`src/rtl/alu_pipe.sv`:
```
// Handshaked ALU: single-cycle ops plus an iterative shift-add multiplier.
// One output slot; results leave strictly in acceptance order.
module alu_pipe #(
  parameter int WIDTH = 8
) (
  input  logic             clk,
  input  logic             reset,
  input  logic             in_valid,
  output logic             in_ready,
  input  logic [WIDTH-1:0] a,
  input  logic [WIDTH-1:0] b,
  input  logic [3:0]       opcode,
  input  logic             carry_in,
  output logic             out_valid,
  input  logic             out_ready,
  output logic [WIDTH-1:0] result,
  output logic [WIDTH-1:0] result_hi,
  output logic             carry_out,
  output logic             zero,
  output logic             negative,
  output logic             overflow,
  output logic             busy
);
  localparam int SW = $clog2(WIDTH);

  localparam logic [3:0] OP_ADD = 4'h0;
  localparam logic [3:0] OP_SUB = 4'h1;
  localparam logic [3:0] OP_AND = 4'h2;
  localparam logic [3:0] OP_OR  = 4'h3;
  localparam logic [3:0] OP_XOR = 4'h4;
  localparam logic [3:0] OP_NOT = 4'h5;
  localparam logic [3:0] OP_SHL = 4'h6;
  localparam logic [3:0] OP_SHR = 4'h7;
  localparam logic [3:0] OP_SAR = 4'h8;
  localparam logic [3:0] OP_ROL = 4'h9;
  localparam logic [3:0] OP_MUL = 4'hA;
  localparam logic [3:0] OP_ADC = 4'hB;

  typedef enum logic {IDLE, MUL} state_t;

  state_t               state, state_n;
  logic                 c_reg;
  logic [WIDTH-1:0]     ma;
  logic [2*WIDTH-1:0]   prod, prod_n;
  logic [WIDTH:0]       msum;
  logic [SW-1:0]        cnt;
  logic [SW-1:0]        n;
  logic [SW:0]          rn;
  logic [WIDTH:0]       sum;
  logic [WIDTH-1:0]     s_res;
  logic                 s_co, s_ov, c_upd;
  logic                 accept, is_mul, wr_alu, mul_last;

  assign n        = b[SW-1:0];
  assign accept   = in_valid && in_ready;
  assign is_mul   = (opcode == OP_MUL);
  assign wr_alu   = accept && !is_mul;
  assign mul_last = (state == MUL) && (cnt == SW'(WIDTH - 1));

  // One shift-add step: add multiplicand on low bit, shift right
  always_comb begin
    msum   = {1'b0, prod[2*WIDTH-1:WIDTH]}
           + (prod[0] ? {1'b0, ma} : '0);
    prod_n = {msum, prod[WIDTH-1:1]};
  end

  // Single-cycle ALU result and flags
  always_comb begin
    sum   = '0;
    s_res = '0;
    s_co  = 1'b0;
    s_ov  = 1'b0;
    c_upd = 1'b0;
    rn    = (SW+1)'(WIDTH) - {1'b0, n};
    unique case (opcode)
      OP_ADD, OP_ADC: begin
        sum   = {1'b0, a} + {1'b0, b}
              + {{WIDTH{1'b0}}, (opcode == OP_ADC) ? c_reg : carry_in};
        s_res = sum[WIDTH-1:0];
        s_co  = sum[WIDTH];
        s_ov  = (a[WIDTH-1] == b[WIDTH-1])
              && (s_res[WIDTH-1] != a[WIDTH-1]);
        c_upd = 1'b1;
      end
      OP_SUB: begin
        sum   = {1'b0, a} - {1'b0, b};
        s_res = sum[WIDTH-1:0];
        s_co  = sum[WIDTH];
        s_ov  = (a[WIDTH-1] != b[WIDTH-1])
              && (s_res[WIDTH-1] != a[WIDTH-1]);
        c_upd = 1'b1;
      end
      OP_AND: s_res = a & b;
      OP_OR:  s_res = a | b;
      OP_XOR: s_res = a ^ b;
      OP_NOT: s_res = ~a;
      OP_SHL: begin
        {s_co, s_res} = {1'b0, a} << n;
        c_upd = 1'b1;
      end
      OP_SHR: begin
        {s_res, s_co} = {a, 1'b0} >> n;
        c_upd = 1'b1;
      end
      OP_SAR: begin
        {s_res, s_co} = $signed({a, 1'b0}) >>> n;
        c_upd = 1'b1;
      end
      OP_ROL: begin
        s_res = (a << n) | (a >> rn);
        s_co  = (n != '0) && s_res[0];
        c_upd = 1'b1;
      end
      default: ;
    endcase
  end

  // FSM state register
  always_ff @(posedge clk) begin
    if (reset) state <= IDLE;
    else       state <= state_n;
  end

  // FSM next state
  always_comb begin
    state_n = state;
    unique case (state)
      IDLE: if (accept && is_mul) state_n = MUL;
      MUL:  if (mul_last)         state_n = IDLE;
      default: state_n = IDLE;
    endcase
  end

  // FSM outputs
  always_comb begin
    busy     = (state == MUL);
    in_ready = (state == IDLE) && (!out_valid || out_ready);
  end

  // Stored carry for ADC chaining
  always_ff @(posedge clk) begin
    if (reset)                c_reg <= 1'b0;
    else if (accept && c_upd) c_reg <= s_co;
  end

  // Multiplier operand latch and iteration
  always_ff @(posedge clk) begin
    if (reset) begin
      ma   <= '0;
      prod <= '0;
      cnt  <= '0;
    end else if (accept && is_mul) begin
      ma   <= a;
      prod <= {{WIDTH{1'b0}}, b};
      cnt  <= '0;
    end else if (state == MUL) begin
      prod <= prod_n;
      cnt  <= cnt + SW'(1);
    end
  end

  // Output slot: written by ALU or final multiply step
  always_ff @(posedge clk) begin
    if (reset) begin
      out_valid <= 1'b0;
      result    <= '0;
      result_hi <= '0;
      carry_out <= 1'b0;
      zero      <= 1'b0;
      negative  <= 1'b0;
      overflow  <= 1'b0;
    end else begin
      if (wr_alu) begin
        result    <= s_res;
        result_hi <= '0;
        carry_out <= s_co;
        zero      <= (s_res == '0);
        negative  <= s_res[WIDTH-1];
        overflow  <= s_ov;
      end else if (mul_last) begin
        result    <= prod_n[WIDTH-1:0];
        result_hi <= prod_n[2*WIDTH-1:WIDTH];
        carry_out <= 1'b0;
        zero      <= (prod_n == '0);
        negative  <= prod_n[2*WIDTH-1];
        overflow  <= (prod_n[2*WIDTH-1:WIDTH] != '0);
      end
      if (wr_alu || mul_last) out_valid <= 1'b1;
      else if (out_ready)     out_valid <= 1'b0;
    end
  end
endmodule

```
`config.mk`:
```
export PLATFORM = sky130hd
export DESIGN_NAME = alu_pipe
export DESIGN_NICKNAME = d
export VERILOG_FILES = /design/src/rtl/alu_pipe.sv
export SDC_FILE = /design/constraint.sdc
export NUM_CORES = 1
export LEC_CHECK = 0
export BUFFER_PORTS_ARGS = -buffer_cell sky130_fd_sc_hd__buf_2
export CAP_MARGIN = 5
export CORE_ASPECT_RATIO = 2
export CORE_MARGIN = 5
export CORE_UTILIZATION = 36
export CTS_BUF_LIST = sky130_fd_sc_hd__clkbuf_8
export DETAILED_ROUTE_END_ITERATION = 6
export PLACE_DENSITY = 0.65
export SYNTH_ARGS = -nofsm -noshare
export SYNTH_HDL_FRONTEND = slang
export SYNTH_SLANG_ARGS = --single-unit
export TNS_END_PERCENT = 50
```
`constraint.sdc`:
```
create_clock -name clk -period 3.5 [get_ports clk]
set_input_delay 0.7 -clock clk [delete_from_list [all_inputs] [get_ports clk]]
set_output_delay 0.7 -clock clk [all_outputs]
set_load 0.03 [all_outputs]
```
== Word level (Yosys, flattened, before mapping) ==
Cells that the tools add are included.

* Bits in registers: 50
* Output and inout port bits: 23
* Logic and storage cells: 94

* Add/sub/neg operators: 6
* Eq/ne operators: 16
* Shift-type cells: 5
* Multiplexer cells: 23
* Bitwise gates (word level): 6
* Reduce and logical (&&, ||, !) cells: 25

{| class="wikitable"
|+ Operators with widths
! cell !! number
|-
| 8-bit case mux with 10 select lines || 1
|-
| 8-bit two-way mux || 5
|-
| 8-bit by 8-bit adder with 9-bit output || 2
|-
| 4-bit by 3-bit equality test with 1-bit output (second input constant) || 4
|-
| 4-bit equality test (second input constant) || 4
|-
| 16-bit logical NOT || 1
|-
| 8-bit OR || 2
|-
| 1-bit two-way mux || 14
|-
| 9-bit by 1-bit adder with 9-bit output || 1
|-
| 1-bit logical AND || 9
|-
| 8-bit by 3-bit left shift with 9-bit output || 1
|-
| 9-bit by 3-bit >> shifter with 9-bit output || 1
|-
| 9-bit by 3-bit >>> shifter with 9-bit output || 1
|-
| 8-bit by 8-bit subtractor with 9-bit output || 1
|-
| 8-bit bitwise AND || 1
|-
| 4-bit by 2-bit equality test with 1-bit output (second input constant) || 2
|-
| 8-bit logical NOT || 1
|-
| 8-bit inverter || 1
|-
| 8-bit nonzero test || 1
|-
| 8-bit by 3-bit left shift with 8-bit output || 1
|-
| 8-bit by 4-bit >> shifter with 8-bit output || 1
|-
| 8-bit bitwise XOR || 1
|-
| 7-bit OR reduction || 1
|-
| 1-bit case mux with 6 select lines || 1
|-
| 14 further kinds || 23
|}

== Depth between registers and ports, before layout ==
* Word-level depth: 7
* Depth in mapped cells: 15

== Least setup slack after synthesis ==
Ideal clock, no wire load.

* Path kind: input-to-reg
* From: input b[0]
* To: register zero
* Arrival: 3501 ps
* Data required time: 3412 ps
* Slack: -89 ps
* Stages: 13
* Buffers on the path: 3
* Cell sequence: buf_4 > buf_2 > inv_1 > ha_1 > ha_1 > clkbuf_1 > mux2_1 > a211oi_1 > nor3_1 > a211oi_1 > o311ai_0 > or3_1 > o32ai_2

* Cells in the longest elaborated chain, start to end: 6

{| class="wikitable"
|+ Ends and longest elaborated chain
! what !! RTL line !! text
|-
| start, declared || 11 || <nowiki>input logic [WIDTH-1:0] b,</nowiki>
|-
| parallel branches: the longest is 3 deep, another holds 8-bit by 8-bit adder with 9-bit output || -- ||
|-
| 8-bit case mux with 10 select lines (*) || 75 || <nowiki>unique case (opcode)</nowiki>
|-
| 8-bit logical NOT (*) || 177 || <nowiki>zero <= (s_res == '0);</nowiki>
|-
| 1-bit two-way mux (*) || 173 || <nowiki>if (wr_alu) begin</nowiki>
|-
| end signal, assigned || 177 ||
|-
| end signal, assigned || 184 || <nowiki>zero <= (prod_n == '0);</nowiki>
|-
| end, declared || 19 || <nowiki>output logic zero,</nowiki>
|}

Every way passes the cells marked *.
A chain may end at the register's enable or synchronous reset.

== Worst setup path after layout ==
Same ends and word-level chain as after synthesis.

==> metrics.md <==
| Metric | Value |
|---|---|
| Vias in the first global route | 5081 |
| FF-to-FF Start | c_reg |
| Top delay family on crit path | compound AO/OA/AOI/OAI gates |
| Worst-path cell chain | buf_2 > inv_1 > ha_1 > ha_1 > mux2_1 > a211oi_1 > nor3_1 > a211oi_1 > buf_4 > o311ai_0 > or3_1 > o32ai_2 |
| Site row count | 59 |
| Via count | 4931 |
| Combinational share of power | 35.9% |
| Final setup fails | 0 |
| CP Data Arrival Time | 3.58 ns |
| Post-cts resize count | 0 |
| Routed len/inst | 21.34 um |
| CTS tree | yes |
| Net load switching power | 0.5460 mW |
| Most frequent cells in the layout | nor2_1 (58), buf_4 (53), dfxtp_1 (50) |
| Peak VDD IR | 0.0002984 V |
| Main synth FF type | dfxtp_1 |
| Pint | 0.9473 mW |
| I/O Buffers | 47 |
| Register area share after synthesis | 21.04% |
| Worst Hold Margin | 0.4562 ns |
| Syn-to-layout area delta | 15.17% |
| Layout cells sized above 1 | 20.48% |
| Gr ovfl total | 0 |
| Final Critical Period | 3.352 ns |
| H-tree levels | 2 |
| Worst path bufs/invs | 3 |
| Largest Register | prod |
| Max incr delay on CP | 0.51 ns |
| Critical path fanouts, max | 2 |
| Post-synth ARST share | 0% |
| Hold buffer count at CTS | 0 |
| Antenna Nets Post-Route | 0 |
| I/O pin total | 48 |
| Tot Pwr | 1.493 mW |
| CP Launch Type | primary input |
| DR DRC count | 0 |
| Mapped Nets | 666 |
| YS warnings | 0 |
| Avg Vias per Cell | 6.043 |
| First-pass GRT wire length | 27.39 mm |
| Clk pin slew, worst setup/hold paths | 0.10 ns |
| First-pass DRT Iterations | 6 |
| Syn Area/Cell | 7.931 um^2 |
| GR Util met1 | 21.21% |
| ANT cells | 0 |
| Final Hold Viols | 0 |
| Clk Tree Root Cell | clkbuf_8 |
| Core region area | 12990 um^2 |
| Critical path class | primary input to register |
| Commonest non-fill, non-tap cell in the layout | nor2_1 |
| TritonCTS Buffers | 5 |
| Initial antenna violation count | 0 |
| Critical path endpoint category | register |
| DRT iter0 DRCs | 258 |
| Worst hold start | result_hi[6] |
| Worst Setup SP | b[0] |
| Later-pin clock latency in the skew report | 0.32 ns |
| Die X | 91.30 um |
| Seq cells post-synth | 50 |
| Dpl ws | -0.1137 ns |
| Netlist cell types | 80 |
| DP HPWL | 14.09 mm |
| Setup TNS | 0 ns |
| RSZ-0062 raised after global routing | false |
| Max-cap violation count | 0 |
| Share of the core filled with cells | 42.18% |
| Synth Instances | 600 |
| Starting density of the core | 36.62% |
| GR Util met2 | 40.42% |
| PnR worst setup slack | 0.1483 ns |
| Die area | 15760 um^2 |
| Max Transition Viols Final | 0 |
| Max reg flops | 16 |
| Routed WL | 17.41 mm |
| GR peak layer | met2 |
| Clock Power Share | 24.6% |
| Clock tree buffer depth | 2 |
| Sw Ratio | 36.56% |
| Routability cong. | 1.024 |
| Clock Sink Count | 50 |
| Maximum number of pins on one net before global-route repair | 35 |
| Hold Crit Class | register to register |
| Post-Syn Area | 4758 um^2 |
| Post-synth EDFFs | 0 |
| Number of nets in the layout | 729 |
| Crit-path slowest cell | or3_1 |
| Static leakage | 2.274 nW |
| FMAX | 298.4 MHz |
| Tcrit/Tclk final | 95.76% |
| Fillers | 1335 |
| Power density over cell area | 272.5 nW/um^2 |
| Grt met3 use | 2.348% |
| Clock skew | 0.01003 ns |
| Post-CTS setup buffers | 0 |
| Slew headroom | 15.16% |
| GR Util All Layers | 21.89% |
| Flop pwr share | 39.6% |
| Die height | 172.6 um |
| Slew @ Worst Pin | 1.257 ns |
| Worst path required time | 3.73 ns |
| Status | finished, final reports clean |
worst register-to-register path: stages (launching register included):
cell and delay, ns:
dfxtp_1 0.40, mux2i_1 0.11, fa_1 0.40, buf_4 0.15, nor2b_1 0.23, o22ai_1 0.15
xnor2_1 0.14, a21boi_0 0.16, o311ai_0 0.42, or3_1 0.51, o32ai_2 0.20
cells in the mapped netlist (8+ instances only):
| cell type | n | area share [%] |
|---|---|---|
| inv_1 | 31 | 2.4 |
| mux2_2 | 8 | 1.9 |
| a211oi_1 | 14 | 2.2 |
| a21oi_1 | 40 | 4.2 |
| nor2_1 | 58 | 4.6 |
| ha_1 | 37 | 9.7 |
| nand2_1 | 46 | 3.6 |
| nor3_1 | 14 | 1.5 |
| nand3_1 | 12 | 1.3 |
| buf_2 | 10 | 1.1 |
| and2_1 | 9 | 1.2 |
| o211ai_1 | 9 | 1.4 |
| a22oi_1 | 18 | 2.8 |
| nand2b_1 | 8 | 1.1 |
| a31oi_1 | 11 | 1.4 |
| dfxtp_1 | 50 | 21 |
| mux2i_1 | 34 | 7.2 |
| nor2b_1 | 11 | 1.4 |
| clkbuf_1 | 26 | 2.1 |
| o21ai_0 | 17 | 1.8 |
worst paths after layout:
| kind | end | slack, ns | cells after the start |
|---|---|---|---|
| hold / removal | result_hi[6] | 0.46 | 2 |
| hold reg to reg | result_hi[6] | 0.46 | 2 |
| setup reg to reg | zero | 0.55 | 10 |
| setup / recovery | zero | 0.15 | 12 |
final cells by class:
class / instances / area (um^2) / share of cell area, %
clock buffers: 5 / 68.82 / 1.256
well taps: 152 / 190.2 / 3.470
inverters: 33 / 123.9 / 2.260
repair buffers: 100 / 633.1 / 11.55
multi-input cells: 473 / 3435 / 62.67
flip-flops and latches: 50 / 1001 / 18.26
clock inverters: 3 / 28.78 / 0.5251
routing by layer:
metal	vias to the layer above	share of wire (%)
li1	2327	-
met3	84	4.2
met4	0	9.2
met2	226	53
met5	-	0
met1	2294	34
per-stage QoR:
stage / cells / area, um^2
2_1_floorplan: 600 / 4766
3_3_place_gp: 808 / 5383
3_5_place_dp: 808 / 5383
4_1_cts: 816 / 5480
5_1_grt: 816 / 5480
6_report: 816 / 5480
power groups by stage:
stage / sequential, mW / clock [mW] / combinational (mW)
3_5_place_dp: 0.604 / 0 / 0.525
4_1_cts: 0.591 / 0.378 / 0.527
3_3_place_gp: 0.603 / 0 / 0.521
5_1_grt: 0.593 / 0.400 / 0.575
6_report: 0.591 / 0.367 / 0.535
2_1_floorplan: 0.622 / 0 / 0.311
cells by family (layout without fill, tap and decap cells):
| kind of cell | Yosys count | after routing | share of synthesized area, % |
|---|---|---|---|
| and+or+nand+nor | 207 | 207 | 22.32 |
| muxes | 52 | 52 | 12.83 |
| xor gates and xnor gates | 10 | 10 | 1.841 |
| buffers and inverters | 77 | 141 | 6.784 |
| adders and majority gates | 41 | 41 | 11.41 |
| DFF | 50 | 50 | 21.04 |
| AOI/OAI and AO/OA | 163 | 163 | 23.77 |
No activity file was read; power rests on OpenSTA's default activity.
